`src/rtl/hazard_scoreboard_if.sv`:
```
// rtl/hazard_scoreboard_if.sv - decode/pipeline bundle for the hazard scoreboard
interface hazard_scoreboard_if #(
    parameter int NREG = 32,
    parameter int AW   = 5,
    parameter int NSRC = 2,
    parameter int CW   = 3
);
    logic                 ds_valid;
    logic                 ds_issue;
    logic [NSRC*AW-1:0]   ds_src;
    logic [NSRC-1:0]      ds_src_en;
    logic                 ds_is_branch;
    logic                 ds_gr_we;
    logic [AW-1:0]        ds_dest;
    logic [CW-1:0]        ds_lat;
    logic                 es_valid;
    logic                 es_gr_we;
    logic [AW-1:0]        es_dest;
    logic                 ms_valid;
    logic                 ms_gr_we;
    logic [AW-1:0]        ms_dest;
    logic                 ws_valid;
    logic                 ws_gr_we;
    logic [AW-1:0]        ws_dest;
    logic                 pipe_go;
    logic                 long_done;
    logic [AW-1:0]        long_dest;
    logic                 flush;
    logic                 ds_stall;
    logic [2*NSRC-1:0]    fwd_sel;
    logic [NREG-1:0]      sb_busy;
    logic [31:0]          stall_cnt;

    modport master (
        output ds_valid, ds_issue, ds_src, ds_src_en, ds_is_branch, ds_gr_we,
               ds_dest, ds_lat, es_valid, es_gr_we, es_dest, ms_valid, ms_gr_we,
               ms_dest, ws_valid, ws_gr_we, ws_dest, pipe_go, long_done,
               long_dest, flush,
        input  ds_stall, fwd_sel, sb_busy, stall_cnt
    );

    modport slave (
        input  ds_valid, ds_issue, ds_src, ds_src_en, ds_is_branch, ds_gr_we,
               ds_dest, ds_lat, es_valid, es_gr_we, es_dest, ms_valid, ms_gr_we,
               ms_dest, ws_valid, ws_gr_we, ws_dest, pipe_go, long_done,
               long_dest, flush,
        output ds_stall, fwd_sel, sb_busy, stall_cnt
    );
endinterface

```
`src/rtl/hazard_scoreboard.sv`:
```
// rtl/hazard_scoreboard.sv - per-register in-flight scoreboard producing decode stall and forwarding selects
module hazard_scoreboard #(
    parameter int NREG = 32,
    parameter int AW   = 5,
    parameter int NSRC = 2,
    parameter int CW   = 3
) (
    input  logic                clk,
    input  logic                reset,
    hazard_scoreboard_if.slave  bus
);
    localparam logic [CW-1:0] LONG = '1;

    logic [1:0]      pend [NREG];
    logic [CW-1:0]   cnt  [NREG];
    logic [NREG-1:0] issue_hit;
    logic [NREG-1:0] retire_hit;
    logic [NREG-1:0] long_hit;
    logic [AW-1:0]   src  [NSRC];
    logic [1:0]      fwd  [NSRC];
    logic            src_hazard;
    logic            waw_full;
    logic            stall;
    logic [31:0]     stall_cnt_q;

    always_comb begin
        issue_hit  = '0;
        retire_hit = '0;
        long_hit   = '0;
        for (int r = 1; r < NREG; r++) begin
            issue_hit[r]  = bus.ds_issue & bus.ds_gr_we & (bus.ds_dest == AW'(r));
            retire_hit[r] = bus.ws_valid & bus.ws_gr_we & (bus.ws_dest == AW'(r))
                            & (pend[r] != 2'd0);
            long_hit[r]   = bus.long_done & (bus.long_dest == AW'(r));
        end
    end

    // cnt always tracks the youngest writer, so an issue overrides long_done and decrement
    always_ff @(posedge clk) begin
        for (int r = 0; r < NREG; r++) begin
            if (reset || bus.flush || (r == 0)) begin
                pend[r] <= 2'd0;
                cnt[r]  <= '0;
            end else begin
                case ({issue_hit[r], retire_hit[r]})
                    2'b10: if (pend[r] != 2'd3) pend[r] <= pend[r] + 2'd1;
                    2'b01: pend[r] <= pend[r] - 2'd1;
                    default: ;
                endcase
                if (issue_hit[r])
                    cnt[r] <= bus.ds_lat;
                else if (long_hit[r])
                    cnt[r] <= '0;
                else if (bus.pipe_go && (cnt[r] != '0) && (cnt[r] != LONG))
                    cnt[r] <= cnt[r] - 1'b1;
            end
        end
    end

    always_comb begin
        src_hazard  = 1'b0;
        bus.fwd_sel = '0;
        for (int i = 0; i < NSRC; i++) begin
            src[i] = bus.ds_src[i*AW +: AW];
            fwd[i] = 2'b00;
            if (bus.ds_src_en[i] && (src[i] != '0)) begin
                if (bus.es_valid && bus.es_gr_we && (bus.es_dest == src[i]))
                    fwd[i] = 2'b01;
                else if (bus.ms_valid && bus.ms_gr_we && (bus.ms_dest == src[i]))
                    fwd[i] = 2'b10;
                else if (bus.ws_valid && bus.ws_gr_we && (bus.ws_dest == src[i]))
                    fwd[i] = 2'b11;
                // a branch resolves in decode and cannot wait for the EX result
                if ((pend[src[i]] != 2'd0) &&
                    ((cnt[src[i]] != '0) || (bus.ds_is_branch && (fwd[i] == 2'b01))))
                    src_hazard = 1'b1;
            end
            bus.fwd_sel[2*i +: 2] = fwd[i];
        end
        waw_full = bus.ds_gr_we && (pend[bus.ds_dest] == 2'd3);
        stall    = bus.ds_valid && (src_hazard || waw_full);
    end

    assign bus.ds_stall = stall;

    always_comb begin
        bus.sb_busy = '0;
        for (int r = 0; r < NREG; r++)
            bus.sb_busy[r] = (pend[r] != 2'd0);
    end

    always_ff @(posedge clk) begin
        if (reset)
            stall_cnt_q <= '0;
        else if (stall && (stall_cnt_q != 32'hFFFF_FFFF))
            stall_cnt_q <= stall_cnt_q + 32'd1;
    end

    assign bus.stall_cnt = stall_cnt_q;
endmodule

```
`src/flat_wrapper.sv`:
```
// flat-port wrapper written by rule: the top's interface ports become plain ports
module hazard_scoreboard_flat 
#(
    parameter int NREG = 32,
    parameter int AW   = 5,
    parameter int NSRC = 2,
    parameter int CW   = 3
)
  (clk, reset, bus_ds_valid, bus_ds_issue, bus_ds_src, bus_ds_src_en, bus_ds_is_branch, bus_ds_gr_we, bus_ds_dest, bus_ds_lat, bus_es_valid, bus_es_gr_we, bus_es_dest, bus_ms_valid, bus_ms_gr_we, bus_ms_dest, bus_ws_valid, bus_ws_gr_we, bus_ws_dest, bus_pipe_go, bus_long_done, bus_long_dest, bus_flush, bus_ds_stall, bus_fwd_sel, bus_sb_busy, bus_stall_cnt);
  hazard_scoreboard_if #(.NREG(NREG), .AW(AW), .NSRC(NSRC), .CW(CW)) bus_i ();
  input  logic clk;
  input  logic reset;
  input wire logic [$bits(bus_i.ds_valid)-1:0] bus_ds_valid;
  input wire logic [$bits(bus_i.ds_issue)-1:0] bus_ds_issue;
  input wire logic [$bits(bus_i.ds_src)-1:0] bus_ds_src;
  input wire logic [$bits(bus_i.ds_src_en)-1:0] bus_ds_src_en;
  input wire logic [$bits(bus_i.ds_is_branch)-1:0] bus_ds_is_branch;
  input wire logic [$bits(bus_i.ds_gr_we)-1:0] bus_ds_gr_we;
  input wire logic [$bits(bus_i.ds_dest)-1:0] bus_ds_dest;
  input wire logic [$bits(bus_i.ds_lat)-1:0] bus_ds_lat;
  input wire logic [$bits(bus_i.es_valid)-1:0] bus_es_valid;
  input wire logic [$bits(bus_i.es_gr_we)-1:0] bus_es_gr_we;
  input wire logic [$bits(bus_i.es_dest)-1:0] bus_es_dest;
  input wire logic [$bits(bus_i.ms_valid)-1:0] bus_ms_valid;
  input wire logic [$bits(bus_i.ms_gr_we)-1:0] bus_ms_gr_we;
  input wire logic [$bits(bus_i.ms_dest)-1:0] bus_ms_dest;
  input wire logic [$bits(bus_i.ws_valid)-1:0] bus_ws_valid;
  input wire logic [$bits(bus_i.ws_gr_we)-1:0] bus_ws_gr_we;
  input wire logic [$bits(bus_i.ws_dest)-1:0] bus_ws_dest;
  input wire logic [$bits(bus_i.pipe_go)-1:0] bus_pipe_go;
  input wire logic [$bits(bus_i.long_done)-1:0] bus_long_done;
  input wire logic [$bits(bus_i.long_dest)-1:0] bus_long_dest;
  input wire logic [$bits(bus_i.flush)-1:0] bus_flush;
  output wire logic [$bits(bus_i.ds_stall)-1:0] bus_ds_stall;
  output wire logic [$bits(bus_i.fwd_sel)-1:0] bus_fwd_sel;
  output wire logic [$bits(bus_i.sb_busy)-1:0] bus_sb_busy;
  output wire logic [$bits(bus_i.stall_cnt)-1:0] bus_stall_cnt;
  assign bus_i.ds_valid = bus_ds_valid;
  assign bus_i.ds_issue = bus_ds_issue;
  assign bus_i.ds_src = bus_ds_src;
  assign bus_i.ds_src_en = bus_ds_src_en;
  assign bus_i.ds_is_branch = bus_ds_is_branch;
  assign bus_i.ds_gr_we = bus_ds_gr_we;
  assign bus_i.ds_dest = bus_ds_dest;
  assign bus_i.ds_lat = bus_ds_lat;
  assign bus_i.es_valid = bus_es_valid;
  assign bus_i.es_gr_we = bus_es_gr_we;
  assign bus_i.es_dest = bus_es_dest;
  assign bus_i.ms_valid = bus_ms_valid;
  assign bus_i.ms_gr_we = bus_ms_gr_we;
  assign bus_i.ms_dest = bus_ms_dest;
  assign bus_i.ws_valid = bus_ws_valid;
  assign bus_i.ws_gr_we = bus_ws_gr_we;
  assign bus_i.ws_dest = bus_ws_dest;
  assign bus_i.pipe_go = bus_pipe_go;
  assign bus_i.long_done = bus_long_done;
  assign bus_i.long_dest = bus_long_dest;
  assign bus_i.flush = bus_flush;
  assign bus_ds_stall = bus_i.ds_stall;
  assign bus_fwd_sel = bus_i.fwd_sel;
  assign bus_sb_busy = bus_i.sb_busy;
  assign bus_stall_cnt = bus_i.stall_cnt;
  hazard_scoreboard #(.NREG(NREG), .AW(AW), .NSRC(NSRC), .CW(CW)) u_core (.clk(clk), .reset(reset), .bus(bus_i));
endmodule
```
`config.mk`:
```
export PLATFORM = sky130hd
export DESIGN_NAME = hazard_scoreboard_flat
export DESIGN_NICKNAME = d
export VERILOG_FILES = /design/src/rtl/hazard_scoreboard_if.sv /design/src/rtl/hazard_scoreboard.sv /design/src/flat_wrapper.sv
export SDC_FILE = /design/constraint.sdc
export NUM_CORES = 1
export LEC_CHECK = 0
export ABC_CLOCK_PERIOD_IN_PS = 7100
export BUFFER_PORTS_ARGS = -buffer_cell sky130_fd_sc_hd__buf_4
export CORE_ASPECT_RATIO = 1.4
export CORE_MARGIN = 10
export CORE_UTILIZATION = 40
export DETAILED_ROUTE_END_ITERATION = 8
export GPL_ROUTABILITY_DRIVEN = 0
export PLACE_DENSITY = 0.65
export REMOVE_ABC_BUFFERS = 1
export SKIP_CTS_REPAIR_TIMING = 1
export SLEW_MARGIN = 15
export SYNTH_ARGS = -nofsm -noshare
export SYNTH_HDL_FRONTEND = slang
export SYNTH_SLANG_ARGS = --single-unit
```
`constraint.sdc`:
```
create_clock -name clk -period 7.1 [get_ports clk]
set_input_delay 0.71 -clock clk [delete_from_list [all_inputs] [get_ports clk]]
set_output_delay 0.71 -clock clk [all_outputs]
set_load 0.01 [all_outputs]
```
* Yosys cells after proc, flatten, opt, wreduce, memory -nomap -nowiden
Memory sizes are Yosys's and may differ from the RTL's.
Cells that the tools add are included.
** Operators by class
- Reduce and logical (&&, ||, !) cells :: 153
- Eq/ne operators :: 227
- Add/sub/neg operators :: 94
- Multiplexer cells :: 760
- Bitwise gates (word level) :: 281
** Operator list (count)
- 1-bit 2-to-1 mux :: 595
- 3-bit 2-to-1 mux :: 93
- 5-bit == test, second input constant :: 48
- 1-bit OR :: 155
- 2-bit 2-to-1 mux :: 72
- 1-bit bitwise AND :: 126
- 5-bit by 4-bit == test with 1-bit output, second input constant :: 24
- 3-bit nonzero test :: 33
- 3-bit inequality test, second input constant :: 31
- 3-bit by 1-bit subtractor with 3-bit output, second input constant :: 31
- 1-bit logical AND :: 80
- 2-bit nonzero test :: 34
- 2-bit by 1-bit == test with 1-bit output, second input constant :: 33
- 2-bit == test, second input constant :: 32
- 2-bit by 1-bit adder with 2-bit output, second input constant :: 31
- 2-bit inequality test, second input constant :: 31
- 2-bit by 1-bit subtractor with 2-bit output, second input constant :: 31
- 5-bit by 3-bit == test with 1-bit output, second input constant :: 12
- 32-bit by 1-bit adder with 32-bit output, second input constant :: 1
- 32-bit inequality test, second input constant :: 1
- 5-bit by 2-bit == test with 1-bit output, second input constant :: 6
- 5-bit == test :: 6
- 5-bit by 1-bit == test with 1-bit output, second input constant :: 3
- 5-bit nonzero test :: 2
- 1-bit logical OR :: 4
** Word-level totals
- Memories :: 2
- RAM bits :: 160
- Flip-flop bits (word level) :: 32
- Output and inout port bits :: 69
- Input port bits :: 55
** Memories
- u_core.cnt :: depth 32, width 3, rd ports 33, clocked after memory_dff 0, write ports 32, RTL line hazard_scoreboard.sv:15 : logic [CW-1:0] cnt [NREG];
- u_core.pend :: depth 32, width 2, rd ports 35, clocked after memory_dff 0, write ports 32, RTL line hazard_scoreboard.sv:14 : logic [1:0] pend [NREG];

* Depth between registers and ports, before layout
Gate-level depths: netlist of the first run.
- Depth in word-level cells :: 17
- Gate-level depth with buffers :: 13

* Worst setup path after synthesis of the first run
No wires, ideal clock.
- Path kind :: input-to-output
- From :: input port bus_ds_dest[0]
- To :: output port bus_ds_stall
- Setup slack :: 3.931 ns
- Stages on the path :: 8
- Path buffers :: 1
- Data arrival time :: 2.459 ns
- Cell sequence :: buf_6 > nand3_1 > o31ai_1 > mux4_2 > and4b_1 > or4_1 > a211oi_2 > a21oi_1
** On the way
- Cells in the longest elaborated chain, start to end :: 5
** RTL lines
- from (decl) :: RTL line flat_wrapper.sv:19 : input wire logic [$bits(bus_i.ds_dest)-1:0] bus_ds_dest;
- memory read 32 x 2 bit
- 2-bit == test :: RTL line hazard_scoreboard.sv:80 : waw_full = bus.ds_gr_we && (pend[bus.ds_dest] == 2'd3);
- 1-bit logical AND :: RTL line hazard_scoreboard.sv:80
- 1-bit logical OR :: RTL line hazard_scoreboard.sv:81 : stall = bus.ds_valid && (src_hazard || waw_full);
- 1-bit logical AND :: RTL line hazard_scoreboard.sv:81
- to (decl) :: RTL line flat_wrapper.sv:34 : output wire logic [$bits(bus_i.ds_stall)-1:0] bus_ds_stall;
Every way passes these cells.

* Final worst setup path of the first run
- From :: input port bus_ds_src[0]
- To :: output port bus_ds_stall
** On the way
- Cells in the longest elaborated chain, start to end :: 16
- Elaborated cells between the ends (all ways) :: 26
- Classes of those cells :: eq/ne (4); mux (8); reduce/logical (12); memory (2)
** RTL lines
- from (decl) :: RTL line flat_wrapper.sv:15 : input wire logic [$bits(bus_i.ds_src)-1:0] bus_ds_src;
- 5-bit == test :: RTL line hazard_scoreboard.sv:71 : else if (bus.ws_valid && bus.ws_gr_we && (bus.ws_dest == src[i]))
- 1-bit logical AND :: RTL line hazard_scoreboard.sv:71
- 2-bit 2-to-1 mux :: RTL line hazard_scoreboard.sv:71
- 2-bit 2-to-1 mux :: RTL line hazard_scoreboard.sv:69 : else if (bus.ms_valid && bus.ms_gr_we && (bus.ms_dest == src[i]))
- 2-bit 2-to-1 mux :: RTL line hazard_scoreboard.sv:67 : if (bus.es_valid && bus.es_gr_we && (bus.es_dest == src[i]))
- 2-bit 2-to-1 mux :: RTL line hazard_scoreboard.sv:66 : if (bus.ds_src_en[i] && (src[i] != '0)) begin
- 2-bit by 1-bit == test with 1-bit output :: RTL line hazard_scoreboard.sv:75 : ((cnt[src[i]] != '0) || (bus.ds_is_branch && (fwd[i] == 2'b01))))
- 1-bit logical AND :: RTL line hazard_scoreboard.sv:75
- 1-bit logical OR :: RTL line hazard_scoreboard.sv:75
- 1-bit logical AND :: RTL line hazard_scoreboard.sv:74 : if ((pend[src[i]] != 2'd0) &&
- 1-bit 2-to-1 mux :: RTL line hazard_scoreboard.sv:74
- 1-bit 2-to-1 mux (*) :: RTL line hazard_scoreboard.sv:66
- 1-bit 2-to-1 mux :: RTL line hazard_scoreboard.sv:74
- 1-bit 2-to-1 mux (*) :: RTL line hazard_scoreboard.sv:66
- 1-bit logical OR (*) :: RTL line hazard_scoreboard.sv:81
- 1-bit logical AND (*) :: RTL line hazard_scoreboard.sv:81
Mark *: on every way between the ends. The rest lies on a longest branch, timed or not. The select of a mux whose other input is x is not followed.

==> run_summary.xml, run 1 <==
<?xml version="1.0" encoding="UTF-8"?>
<metrics>
  <group name="sta">
    <metric name="maxClockFrequency" unit="MHz">254</metric>
    <metric name="slew_headroom" unit="%">37.7</metric>
    <metric name="layout_worst_path_cycle_share" unit="%">55.4</metric>
    <metric name="timing_max_transition_violations_final" unit="">0</metric>
    <metric name="fin_skew" unit="ns">0.0121</metric>
    <metric name="hold_violation_count_in_the_final_report" unit="">0</metric>
    <metric name="hold_slack" unit="ns">0.567</metric>
    <metric name="worst_slew_pin_slew" unit="ns">0.932</metric>
    <metric name="unrepaired_setup_endpoints_after_global_routing" unit="">no</metric>
    <metric name="finalCriticalPeriod" unit="ns">3.93</metric>
    <metric name="totalNegativeSetupSlack" unit="ns">0</metric>
    <metric name="final_critical_path_setup_slack" unit="ns">3.17</metric>
    <metric name="final-setup-viol-count" unit="">0</metric>
  </group>
  <group name="setup_path">
    <metric name="cp_data_required_time" unit="ns">6.39</metric>
    <metric name="critical-path-top-delay-family" unit="">compound AO/OA/AOI/OAI gates</metric>
    <metric name="worst_reg2reg_path_endpoint" unit="">u_core.bus.stall_cnt[15]</metric>
    <metric name="worstPathCellList" unit="">buf_4 &gt; mux4_2 &gt; a2111oi_0 &gt; a31oi_1 &gt; a22o_1 &gt; a211oi_2 &gt; a21oi_1 &gt; buf_4</metric>
    <metric name="r2r.worst_path.cells" unit="">10</metric>
    <metric name="cp.arrival" unit="ns">3.22</metric>
    <metric name="crit_top_cell" unit="">sky130_fd_sc_hd__buf_4</metric>
    <metric name="critPathLaunchType" unit="">input pin</metric>
    <metric name="timing.setup.critical_path_class" unit="">input pin to primary output</metric>
    <metric name="crit-reg2reg-launch" unit="">u_core.pend[9][0]</metric>
    <metric name="timing.critical_path.to_type" unit="">primary output</metric>
    <metric name="crit_path_top_delay_cell" unit="">sky130_fd_sc_hd__mux4_2</metric>
    <metric name="regToRegSetupSlack" unit="ns">3.63</metric>
    <metric name="crit_fanout" unit="">47</metric>
    <metric name="worstPathBufferInverterCount" unit="">2</metric>
    <metric name="timing.critical_path.slowest_cell_delay" unit="ns">0.57</metric>
  </group>
  <group name="cts">
    <metric name="h_tree_level_count" unit="">4</metric>
    <metric name="cts_buffer_depth" unit="">2</metric>
    <metric name="cts.sinks" unit="">187</metric>
    <metric name="cts_tree" unit="">done</metric>
    <metric name="clock_insertion_delay_worst_skew" unit="ns">0.46</metric>
    <metric name="cts_buffers" unit="">17</metric>
    <metric name="clk_pin_slew_worst_paths" unit="ns">0.07</metric>
    <metric name="cts_root_buffer" unit="">sky130_fd_sc_hd__clkbuf_16</metric>
  </group>
  <group name="finish">
    <metric name="synthToLayoutAreaGrowth" unit="%">12.4</metric>
    <metric name="n_antenna_cell" unit="">0</metric>
    <metric name="final_nets" unit="">1999</metric>
    <metric name="layout.core_utilization" unit="%">45.3</metric>
    <metric name="final_layout_size_suffix_gt1_share" unit="%">10.3</metric>
  </group>
  <group name="grt">
    <metric name="grt_antenna_before_repair" unit="">0</metric>
    <metric name="via_count_of_the_first_global_routing_pass" unit="">13400</metric>
    <metric name="grt_first_pass_wirelength" unit="mm">72.8</metric>
    <metric name="globalRouteTotalUtil" unit="%">20.5</metric>
    <metric name="grt_remaining_overflow" unit="">0</metric>
    <metric name="pin_count_of_the_biggest_net_entering_global_routing" unit="">64</metric>
  </group>
  <group name="die">
    <metric name="initial_core_util" unit="%">40.3</metric>
    <metric name="num_io_pins" unit="">124</metric>
    <metric name="coreArea" unit="µm²">36600</metric>
    <metric name="chipHeight" unit="µm">247</metric>
    <metric name="rows" unit="">83</metric>
    <metric name="die_area" unit="µm²">45000</metric>
    <metric name="die_width" unit="µm">182</metric>
  </group>
  <group name="drt">
    <metric name="drt.antenna.violating_nets" unit="">0</metric>
    <metric name="drt-pass1-iter-count" unit="">5</metric>
    <metric name="drtIter0Drc" unit="">1163</metric>
    <metric name="detail_route.drc_violations" unit="">0</metric>
    <metric name="viasPerCell" unit="">5.94</metric>
    <metric name="final_routed_wire_length_divided_by_cell_count" unit="µm">21.0</metric>
    <metric name="detail_route.wirelength" unit="mm">47.6</metric>
    <metric name="vias" unit="">13500</metric>
  </group>
  <group name="yosys">
    <metric name="adder_and_majority_cell_fraction_of_the_synthesized_area" unit="%">13.1</metric>
    <metric name="synth.yosys.seq_area_share" unit="%">35.9</metric>
    <metric name="ys_seq_elements" unit="">187</metric>
    <metric name="synth_flop_cell" unit="">sky130_fd_sc_hd__edfxtp_1</metric>
    <metric name="number_of_instances_in_the_synthesized_netlist" unit="">1722</metric>
    <metric name="share_of_the_synthesized_area_in_compound_gates_ao_oa_aoi_oai" unit="%">14.9</metric>
    <metric name="yosys.area_share.xor_xnor" unit="%">1.90</metric>
    <metric name="post-synth-top-count-cell" unit="">sky130_fd_sc_hd__inv_1</metric>
    <metric name="synth.avg_cell_area" unit="µm²">8.56</metric>
    <metric name="yosys-top-cells-area" unit="">sky130_fd_sc_hd__edfxtp_1 32%, sky130_fd_sc_hd__ha_1 13%, sky130_fd_sc_hd__inv_1 5.2%</metric>
    <metric name="yosys.area_share.simple" unit="%">23.9</metric>
    <metric name="post-synth-top-area-fraction" unit="%">31.6</metric>
    <metric name="synth.largest_area_cell" unit="">sky130_fd_sc_hd__edfxtp_1</metric>
    <metric name="warnings_synthesis" unit="">0</metric>
    <metric name="yosys-mux-area-fraction" unit="%">2.75</metric>
    <metric name="synthArstFlopShare" unit="%">0</metric>
    <metric name="netlist_top_cells_count" unit="">203 x sky130_fd_sc_hd__inv_1, 192 x sky130_fd_sc_hd__nand2_1, 155 x sky130_fd_sc_hd__edfxtp_1</metric>
    <metric name="ys_types" unit="">67</metric>
    <metric name="synth_enable_flop_cells" unit="">155</metric>
    <metric name="synth_top_family_by_area" unit="">simple AND/OR/NAND/NOR gates</metric>
    <metric name="synth_cell_area" unit="µm²">14700</metric>
  </group>
  <group name="min_path">
    <metric name="worst_hold_path.endpoint" unit="">u_core.bus.stall_cnt[9]</metric>
    <metric name="min_delay_path_depth" unit="">2</metric>
    <metric name="hold_class" unit="">flop to flop</metric>
    <metric name="hold_path.startpoint" unit="">u_core.bus.stall_cnt[9]</metric>
  </group>
  <group name="outcome">
    <metric name="status" unit="">complete, no violations</metric>
  </group>
  <group name="power">
    <metric name="vdd_ir_drop_max" unit="µV">119</metric>
    <metric name="static-leakage-power" unit="nW">6.60</metric>
    <metric name="cellPowerDensity" unit="nW/µm²">174</metric>
  </group>
  <group name="placed_design">
    <metric name="dp_worst_setup_slack" unit="ns">3.10</metric>
    <metric name="port_buffers" unit="">122</metric>
    <metric name="dp_hpwl" unit="mm">35.7</metric>
  </group>
  <group name="flow_run">
    <metric name="max_cap_violations" unit="">0</metric>
  </group>
</metrics>
[cell usage in the layout (no fill, tap or decap), drive strengths merged, types with 32 or more instances in the layout]
cell / n
nand2b: 39
nor3: 135
nor2: 125
nand3: 45
nand2: 192
edfxtp: 155
dfxtp: 32
buf: 130
ha: 154
a21oi: 94
inv: 210
nand3b: 37
o22ai: 94
[metal layers]
metal  global-route usage, %  vias to the layer above  wire [µm]
met4                    12.9                        0       3000
met3                    4.50                      135       3830
met2                    36.1                      571      23100
li1                        -                     6375          -
met5                       0                        -          0
met1                    21.8                     6394      17700
[flip-flops by register name, summed over array words and instances (netlist names)]
signal                flops
u_core.bus.stall_cnt     32
u_core.pend              62
u_core.cnt               93
[where the power goes]
group | switching (mW) | total [mW] | internal, mW | leakage, nW
registers | 0.0704 | 1.33 | 1.26 | 2.00
logic | 0.353 | 0.570 | 0.217 | 4.29
clock network | 0.450 | 0.989 | 0.538 | 0.301
[cell type report]
cell class | instances | area [µm²]
Multi-Input combinational cell | 1250 | 8350
Tap cell | 467 | 584
Clock inverter | 11 | 104
Sequential cell | 187 | 5300
Timing Repair Buffer | 130 | 976
Clock buffer | 21 | 493
Fill cell | 3596 | 20000
Inverter | 204 | 766
[how the worst max path moves through the flow]
stage,startpoint,endpoint,slack [ns],cells after the start
floorplan,bus_ds_dest[0],u_core.bus.stall_cnt[15],2.75,8
global placement,bus_ds_src[0],u_core.bus.stall_cnt[15],3.14,10
detailed placement,bus_ds_src[0],u_core.bus.stall_cnt[15],3.10,10
CTS,bus_ds_src[0],bus_ds_stall,3.20,8
global route,bus_ds_src[0],bus_ds_stall,2.95,8
finish,bus_ds_src[0],bus_ds_stall,3.17,8
[through the flow]
| stage | instances | total power [mW] | cell area [µm²] |
|---|---|---|---|
| 2_1_floorplan | 1641 | 1.66 | 14400 |
| 3_5_place_dp | 2238 | 1.91 | 16000 |
| 4_1_cts | 2270 | 2.90 | 16600 |
| 6_report | 2270 | 2.89 | 16600 |
| 5_1_grt | 2270 | 3.02 | 16600 |
| 3_3_place_gp | 2238 | 1.89 | 16000 |
[cells by family after synthesis]
family | after synthesis
DFF | 187
buffers and inverters | 285
xor gates and xnor gates | 32
other | 1
AOI/OAI and AO/OA | 328
muxes | 27
adders and majority gates | 154
and+or+nand+nor | 708
[tightest hold or removal path, delay by kind of cell (launching register included)]
kind             cells  cell delay [ns]
flip-flops           1             0.33
AND/OR/NAND/NOR      1             0.09
multiplexers         1             0.12
(Power assumes the default switching activity.)
==> run 2: changes to the inputs <==
--- a/config.mk
+++ b/config.mk
@@ -5,14 +5,14 @@
 export SDC_FILE = /design/constraint.sdc
 export NUM_CORES = 1
 export LEC_CHECK = 0
-export ABC_CLOCK_PERIOD_IN_PS = 7100
+export ABC_CLOCK_PERIOD_IN_PS = 3620
 export BUFFER_PORTS_ARGS = -buffer_cell sky130_fd_sc_hd__buf_4
 export CORE_ASPECT_RATIO = 1.4
 export CORE_MARGIN = 10
 export CORE_UTILIZATION = 40
 export DETAILED_ROUTE_END_ITERATION = 8
 export GPL_ROUTABILITY_DRIVEN = 0
-export PLACE_DENSITY = 0.65
+export PLACE_DENSITY = 0.67
 export REMOVE_ABC_BUFFERS = 1
 export SKIP_CTS_REPAIR_TIMING = 1
 export SLEW_MARGIN = 15
==> constraint.sdc (replaced) <==
create_clock -name clk -period 3.62 [get_ports clk]
set_input_delay 0.362 -clock clk [delete_from_list [all_inputs] [get_ports clk]]
set_output_delay 0.362 -clock clk [all_outputs]
set_load 0.01 [all_outputs]
==> run 2 against run 1 <==
Clock power increased by 99%. Critical path depth unchanged. Count of clock-buffer cells in the layout decreased by 4. Global-route usage increased by 0.63 points. Routed wire length increased by 3.4%. Critical endpoint unchanged. First-iteration DRC count decreased by 5.9%. Clock skew about the same. Via count increased by 2.3%.
==> run_summary.xml, run 2 (synthesized netlist as in run 1, its figures left out) <==
<?xml version="1.0" encoding="UTF-8"?>
<metrics>
  <group name="cts">
    <metric name="cts.sinks" unit="">187</metric>
    <metric name="cts_buffer_depth" unit="">2</metric>
    <metric name="clk_pin_slew_worst_paths" unit="ns">0.07</metric>
    <metric name="cts_root_buffer" unit="">sky130_fd_sc_hd__clkbuf_16</metric>
    <metric name="cts_tree" unit="">done</metric>
    <metric name="h_tree_level_count" unit="">4</metric>
    <metric name="clock_insertion_delay_worst_skew" unit="ns">0.47</metric>
    <metric name="cts_buffers" unit="">17</metric>
  </group>
  <group name="finish">
    <metric name="fillCellCount" unit="">3559</metric>
    <metric name="synthToLayoutAreaGrowth" unit="%">14.2</metric>
    <metric name="largest-register" unit="">u_core.cnt</metric>
    <metric name="final_nets" unit="">2034</metric>
    <metric name="most_frequent_cells_in_the_layout" unit="">203 x sky130_fd_sc_hd__inv_1, 192 x sky130_fd_sc_hd__nand2_1, 163 x sky130_fd_sc_hd__buf_4</metric>
    <metric name="multi_input_comb_area" unit="µm²">8340</metric>
    <metric name="number_of_flip_flops_in_the_largest_register" unit="">93</metric>
    <metric name="n_antenna_cell" unit="">0</metric>
    <metric name="sequential_cell_area" unit="µm²">5300</metric>
    <metric name="fin_area" unit="µm²">16800</metric>
    <metric name="most_common_library_cell_in_the_layout_ignoring_fill_and_taps" unit="">sky130_fd_sc_hd__inv_1</metric>
    <metric name="final_layout_size_suffix_gt1_share" unit="%">12.0</metric>
    <metric name="final_cells" unit="">2305</metric>
  </group>
  <group name="power">
    <metric name="swShare" unit="%">31.2</metric>
    <metric name="share_clk_of_total_power" unit="%">34.3</metric>
    <metric name="combPwrFrac" unit="%">20.3</metric>
    <metric name="cellPowerDensity" unit="nW/µm²">342</metric>
    <metric name="seq_power_share" unit="%">45.4</metric>
    <metric name="static-leakage-power" unit="nW">6.75</metric>
    <metric name="vdd_ir_drop_max" unit="µV">257</metric>
    <metric name="switching_component_of_the_power" unit="mW">1.80</metric>
    <metric name="p_int" unit="mW">3.96</metric>
  </group>
  <group name="outcome">
    <metric name="status" unit="">complete, no violations</metric>
  </group>
  <group name="setup_path">
    <metric name="crit-reg2reg-launch" unit="">u_core.pend[15][0]</metric>
    <metric name="crit_fanout" unit="">5</metric>
    <metric name="r2r.worst_path.cells" unit="">10</metric>
    <metric name="critPathLaunchType" unit="">flop</metric>
    <metric name="worst_reg2reg_path_endpoint" unit="">u_core.bus.stall_cnt[26]</metric>
    <metric name="crit_path_top_delay_cell" unit="">sky130_fd_sc_hd__or4_1</metric>
    <metric name="regToRegSetupSlack" unit="ns">0.25</metric>
    <metric name="timing.critical_path.slowest_cell_delay" unit="ns">0.54</metric>
    <metric name="cp.arrival" unit="ns">3.13</metric>
    <metric name="critical-path-top-delay-family" unit="">simple AND/OR/NAND/NOR gates</metric>
    <metric name="worstPathBufferInverterCount" unit="">1</metric>
    <metric name="worstPathCellList" unit="">nand3_1 &gt; o31ai_1 &gt; mux4_2 &gt; and4b_1 &gt; or4_1 &gt; a211oi_2 &gt; a21oi_1 &gt; buf_4</metric>
    <metric name="timing.setup.critical_path_class" unit="">flop to primary output</metric>
    <metric name="cp_data_required_time" unit="ns">3.26</metric>
    <metric name="critical_path_depth" unit="">8</metric>
    <metric name="setup.worst_path.start" unit="">u_core.pend[15][0]</metric>
    <metric name="timing.critical_path.to_type" unit="">primary output</metric>
  </group>
  <group name="grt">
    <metric name="globalRouteTotalUtil" unit="%">21.1</metric>
    <metric name="via_count_of_the_first_global_routing_pass" unit="">13500</metric>
    <metric name="pin_count_of_the_biggest_net_entering_global_routing" unit="">54</metric>
    <metric name="grt_first_pass_wirelength" unit="mm">74.9</metric>
    <metric name="grt_remaining_overflow" unit="">0</metric>
    <metric name="grt_antenna_before_repair" unit="">0</metric>
  </group>
  <group name="drt">
    <metric name="drt-pass1-iter-count" unit="">6</metric>
    <metric name="final_routed_wire_length_divided_by_cell_count" unit="µm">21.4</metric>
    <metric name="viasPerCell" unit="">5.98</metric>
    <metric name="drt.antenna.violating_nets" unit="">0</metric>
    <metric name="vias" unit="">13800</metric>
    <metric name="detail_route.wirelength" unit="mm">49.2</metric>
    <metric name="detail_route.drc_violations" unit="">0</metric>
    <metric name="drtIter0Drc" unit="">1094</metric>
  </group>
  <group name="min_path">
    <metric name="worst_hold_path.endpoint" unit="">u_core.cnt[16][1]</metric>
    <metric name="hold_class" unit="">input pin to flop</metric>
    <metric name="hold_path.startpoint" unit="">bus_ds_lat[1]</metric>
    <metric name="min_delay_path_depth" unit="">3</metric>
  </group>
  <group name="die">
    <metric name="chipHeight" unit="µm">247</metric>
    <metric name="die_area" unit="µm²">45000</metric>
    <metric name="initial_core_util" unit="%">40.3</metric>
    <metric name="die_width" unit="µm">182</metric>
    <metric name="coreArea" unit="µm²">36600</metric>
    <metric name="num_io_pins" unit="">124</metric>
    <metric name="rows" unit="">83</metric>
  </group>
  <group name="sta">
    <metric name="final_critical_path_setup_slack" unit="ns">0.124</metric>
    <metric name="hold_slack" unit="ns">0.218</metric>
    <metric name="unrepaired_setup_endpoints_after_global_routing" unit="">no</metric>
    <metric name="timing_max_transition_violations_final" unit="">0</metric>
    <metric name="final-setup-viol-count" unit="">0</metric>
    <metric name="fin_skew" unit="ns">0.0122</metric>
    <metric name="worst_slew_pin_slew" unit="ns">0.944</metric>
    <metric name="hold_violation_count_in_the_final_report" unit="">0</metric>
    <metric name="slew_headroom" unit="%">37.1</metric>
    <metric name="maxClockFrequency" unit="MHz">286</metric>
    <metric name="layout_worst_path_cycle_share" unit="%">96.6</metric>
    <metric name="finalCriticalPeriod" unit="ns">3.50</metric>
  </group>
  <group name="placed_design">
    <metric name="dp.cells" unit="">2273</metric>
    <metric name="port_buffers" unit="">122</metric>
    <metric name="dp_hpwl" unit="mm">37.8</metric>
    <metric name="placed_cell_area" unit="µm²">16300</metric>
    <metric name="dp_worst_setup_slack" unit="ns">0.218</metric>
  </group>
  <group name="flow_run">
    <metric name="max_cap_violations" unit="">0</metric>
  </group>
</metrics>
-- run 2: worst max path at each step --
stage,to
after global routing,bus_ds_stall
after global placement,u_core.bus.stall_cnt[26]
after floorplan,u_core.bus.stall_cnt[15]
after detailed placement,u_core.bus.stall_cnt[26]
final,bus_ds_stall
after CTS,bus_ds_stall
-- run 2: worst register-to-register path, cell delays in order, from the launching register on --
cell	delay [ns]
sky130_fd_sc_hd__edfxtp_1	0.49
sky130_fd_sc_hd__nand3_1	0.14
sky130_fd_sc_hd__o31ai_1	0.07
sky130_fd_sc_hd__mux4_2	0.46
sky130_fd_sc_hd__and4b_1	0.19
sky130_fd_sc_hd__or4_1	0.54
sky130_fd_sc_hd__a211oi_2	0.48
sky130_fd_sc_hd__a211oi_4	0.24
sky130_fd_sc_hd__buf_4	0.25
sky130_fd_sc_hd__nand4_1	0.10
sky130_fd_sc_hd__mux2_1	0.32
-- run 2: layer usage --
layer | routed length (µm) | track usage (%) | vias to the layer above
met1 | 18100 | 22.4 | 6547
li1 | - | - | 6450
met5 | 0 | 0 | -
met4 | 3470 | 14.6 | 0
met2 | 23600 | 36.4 | 637
met3 | 4120 | 5.09 | 152
-- run 2: area by class of cell --
cell class              instances  share of cell area, %
multi-input cells            1250                   49.5
flip-flops and latches        187                   31.4
repair buffers                165                   7.50
inverters                     204                   4.55
well taps                     467                   3.47
clock buffers                  17                   2.53
clock inverters                15                  0.981
-- run 2: through the flow --
stage | utilization [%] | TNS, ns | power, mW
global placement | 44.5 | 0 | 3.77
floorplan | - | -3.64 | 3.26
detailed placement | 44.5 | 0 | 3.81
finish | 46.1 | 0 | 5.75
CTS | 46.1 | 0 | 5.76
global route | 46.1 | 0 | 6.00
-- run 2: power by group through the flow --
stage               Clock [mW]  Sequential, mW  Combinational [mW]
floorplan                    0            2.61               0.651
global placement             0            2.65                1.12
detailed placement           0            2.66                1.15
global route              2.09            2.63                1.28
CTS                       2.00            2.61                1.16
finish                    1.97            2.61                1.17
==> run 3: changes to the inputs <==
--- a/config.mk
+++ b/config.mk
@@ -8,7 +8,6 @@
 export ABC_CLOCK_PERIOD_IN_PS = 3620
 export BUFFER_PORTS_ARGS = -buffer_cell sky130_fd_sc_hd__buf_4
 export CORE_ASPECT_RATIO = 1.4
-export CORE_MARGIN = 10
 export CORE_UTILIZATION = 40
 export DETAILED_ROUTE_END_ITERATION = 8
 export GPL_ROUTABILITY_DRIVEN = 0
@@ -19,3 +18,4 @@
 export SYNTH_ARGS = -nofsm -noshare
 export SYNTH_HDL_FRONTEND = slang
 export SYNTH_SLANG_ARGS = --single-unit
+export TNS_END_PERCENT = 1
==> constraint.sdc (replaced) <==
create_clock -name clk -period 3.62 [get_ports clk]
set_input_delay 0.181 -clock clk [delete_from_list [all_inputs] [get_ports clk]]
set_output_delay 0.181 -clock clk [all_outputs]
set_load 0.01 [all_outputs]
==> run 3 against run 2 <==
Total power down 1.7%. Clock power down 3%. Largest power group unchanged. Highest routed layer unchanged. Global-route usage up 4.2 points. Clock skew down 0.0028 ns. Cell count down 1.3%. Die area down 16%. First-iteration DRC count up 16%. Core utilization up 0.087 points.
==> run_summary.xml, run 3 (synthesized netlist as in run 1, its figures left out) <==
<?xml version="1.0" encoding="UTF-8"?>
<metrics>
  <group name="die">
    <metric name="die_width" unit="µm">164</metric>
    <metric name="die_area" unit="µm²">37600</metric>
    <metric name="num_io_pins" unit="">124</metric>
    <metric name="chipHeight" unit="µm">229</metric>
    <metric name="initial_core_util" unit="%">40.9</metric>
    <metric name="rows" unit="">82</metric>
    <metric name="coreArea" unit="µm²">36000</metric>
  </group>
  <group name="sta">
    <metric name="slew_headroom" unit="%">26.4</metric>
    <metric name="finalCriticalPeriod" unit="ns">3.24</metric>
    <metric name="timing_max_transition_violations_final" unit="">0</metric>
    <metric name="totalNegativeSetupSlack" unit="ns">0</metric>
    <metric name="final-setup-viol-count" unit="">0</metric>
    <metric name="unrepaired_setup_endpoints_after_global_routing" unit="">no</metric>
    <metric name="maxClockFrequency" unit="MHz">309</metric>
    <metric name="fin_skew" unit="ns">0.00940</metric>
    <metric name="hold_violation_count_in_the_final_report" unit="">0</metric>
    <metric name="worst_slew_pin_slew" unit="ns">1.09</metric>
    <metric name="hold_slack" unit="ns">0.0478</metric>
    <metric name="layout_worst_path_cycle_share" unit="%">89.5</metric>
    <metric name="final_critical_path_setup_slack" unit="ns">0.379</metric>
  </group>
  <group name="finish">
    <metric name="synthToLayoutAreaGrowth" unit="%">12.8</metric>
    <metric name="multi_input_comb_area" unit="µm²">8340</metric>
    <metric name="sequential_cell_area" unit="µm²">5300</metric>
    <metric name="most_frequent_cells_in_the_layout" unit="">203 x sky130_fd_sc_hd__inv_1, 192 x sky130_fd_sc_hd__nand2_1, 155 x sky130_fd_sc_hd__edfxtp_1</metric>
    <metric name="fillCellCount" unit="">3452</metric>
    <metric name="number_of_flip_flops_in_the_largest_register" unit="">93</metric>
    <metric name="final_nets" unit="">2009</metric>
    <metric name="final_layout_size_suffix_gt1_share" unit="%">10.6</metric>
    <metric name="largest-register" unit="">u_core.cnt</metric>
    <metric name="layout.core_utilization" unit="%">46.2</metric>
    <metric name="most_common_library_cell_in_the_layout_ignoring_fill_and_taps" unit="">sky130_fd_sc_hd__inv_1</metric>
  </group>
  <group name="grt">
    <metric name="globalRouteTotalUtil" unit="%">25.4</metric>
    <metric name="grt_first_pass_wirelength" unit="mm">72.4</metric>
    <metric name="grt_antenna_before_repair" unit="">1</metric>
    <metric name="via_count_of_the_first_global_routing_pass" unit="">13200</metric>
    <metric name="grt_remaining_overflow" unit="">0</metric>
    <metric name="pin_count_of_the_biggest_net_entering_global_routing" unit="">62</metric>
  </group>
  <group name="min_path">
    <metric name="hold_class" unit="">input pin to flop</metric>
  </group>
  <group name="drt">
    <metric name="vias" unit="">13800</metric>
    <metric name="drt.antenna.violating_nets" unit="">0</metric>
    <metric name="detail_route.drc_violations" unit="">0</metric>
    <metric name="drtIter0Drc" unit="">1274</metric>
    <metric name="detail_route.wirelength" unit="mm">48.0</metric>
    <metric name="final_routed_wire_length_divided_by_cell_count" unit="µm">21.1</metric>
    <metric name="drt-pass1-iter-count" unit="">6</metric>
    <metric name="viasPerCell" unit="">6.07</metric>
  </group>
  <group name="cts">
    <metric name="cts_root_buffer" unit="">sky130_fd_sc_hd__clkbuf_16</metric>
    <metric name="h_tree_level_count" unit="">4</metric>
    <metric name="cts.sinks" unit="">187</metric>
    <metric name="clock_insertion_delay_worst_skew" unit="ns">0.46</metric>
    <metric name="clk_pin_slew_worst_paths" unit="ns">0.07</metric>
    <metric name="cts_buffers" unit="">17</metric>
    <metric name="cts_buffer_depth" unit="">2</metric>
    <metric name="cts_tree" unit="">done</metric>
  </group>
  <group name="setup_path">
    <metric name="cp_data_required_time" unit="ns">3.44</metric>
    <metric name="crit_fanout" unit="">5</metric>
    <metric name="critPathLaunchType" unit="">flop</metric>
    <metric name="cp.arrival" unit="ns">3.06</metric>
    <metric name="timing.setup.critical_path_class" unit="">flop to primary output</metric>
    <metric name="timing.critical_path.to_type" unit="">primary output</metric>
  </group>
  <group name="outcome">
    <metric name="status" unit="">complete, no violations</metric>
  </group>
  <group name="placed_design">
    <metric name="dp_worst_setup_slack" unit="ns">0.376</metric>
    <metric name="port_buffers" unit="">122</metric>
    <metric name="dp_hpwl" unit="mm">35.7</metric>
  </group>
  <group name="power">
    <metric name="static-leakage-power" unit="nW">6.62</metric>
    <metric name="cellPowerDensity" unit="nW/µm²">340</metric>
    <metric name="vdd_ir_drop_max" unit="µV">263</metric>
  </group>
  <group name="flow_run">
    <metric name="max_cap_violations" unit="">0</metric>
  </group>
</metrics>
==> run 3: path summary, 6_finish.rpt <==
check,start,endpoint,slack [ns],cells past startpoint
hold / removal,bus_ds_lat[0],u_core.cnt[16][0],0.05,3
setup reg to reg,u_core.pend[15][0],u_core.bus.stall_cnt[15],0.44,10
setup / recovery,u_core.pend[15][0],bus_ds_stall,0.38,8
hold reg to reg,u_core.bus.stall_cnt[25],u_core.bus.stall_cnt[26],0.56,2
==> run 3: area by class of cell <==
cell class	count	share of cell area, %
multi-input cells	1250	50.2
flip-flops and latches	187	31.9
repair buffers	140	6.40
inverters	204	4.61
well taps	462	3.48
clock buffers	18	2.58
clock inverters	14	0.881
diodes	1	0.0151
==> run 3: report_power, final <==
group | internal, mW | leakage (nW) | switching [mW] | total (mW)
sequential | 2.47 | 2.00 | 0.139 | 2.61
combinational | 0.436 | 4.34 | 0.708 | 1.14
clock | 1.02 | 0.275 | 0.889 | 1.91
total | 3.92 | 6.62 | 1.74 | 5.66
==> run 3: per-stage QoR <==
step                instances  cell area [µm²]  total power, mW
finish                   2276            16600             5.66
global route             2276            16600             5.88
CTS                      2275            16600             5.66
detailed placement       2243            16000             3.77
global placement         2243            16000             3.73
floorplan                1641            14400             3.26
==> run 3: critical path: stages (launching register included) <==
cell and delay, ns:
sky130_fd_sc_hd__edfxtp_1 0.45, sky130_fd_sc_hd__nand3_1 0.13, sky130_fd_sc_hd__o31ai_1 0.08, sky130_fd_sc_hd__mux4_2 0.50
sky130_fd_sc_hd__and4b_1 0.20, sky130_fd_sc_hd__or4_1 0.52, sky130_fd_sc_hd__a211oi_2 0.33, sky130_fd_sc_hd__a21oi_1 0.21
sky130_fd_sc_hd__buf_4 0.19
==> run 3: metal layers <==
metal | wire length (µm) | part of all wire [%] | up-vias | GRT usage [%]
li1 | - | - | 6396 | -
met3 | 3960 | 8.3 | 145 | 4.42
met5 | 0 | 0 | - | 0
met2 | 23200 | 48 | 698 | 43.2
met1 | 18100 | 38 | 6576 | 29.2
met4 | 2830 | 5.9 | 0 | 15.5
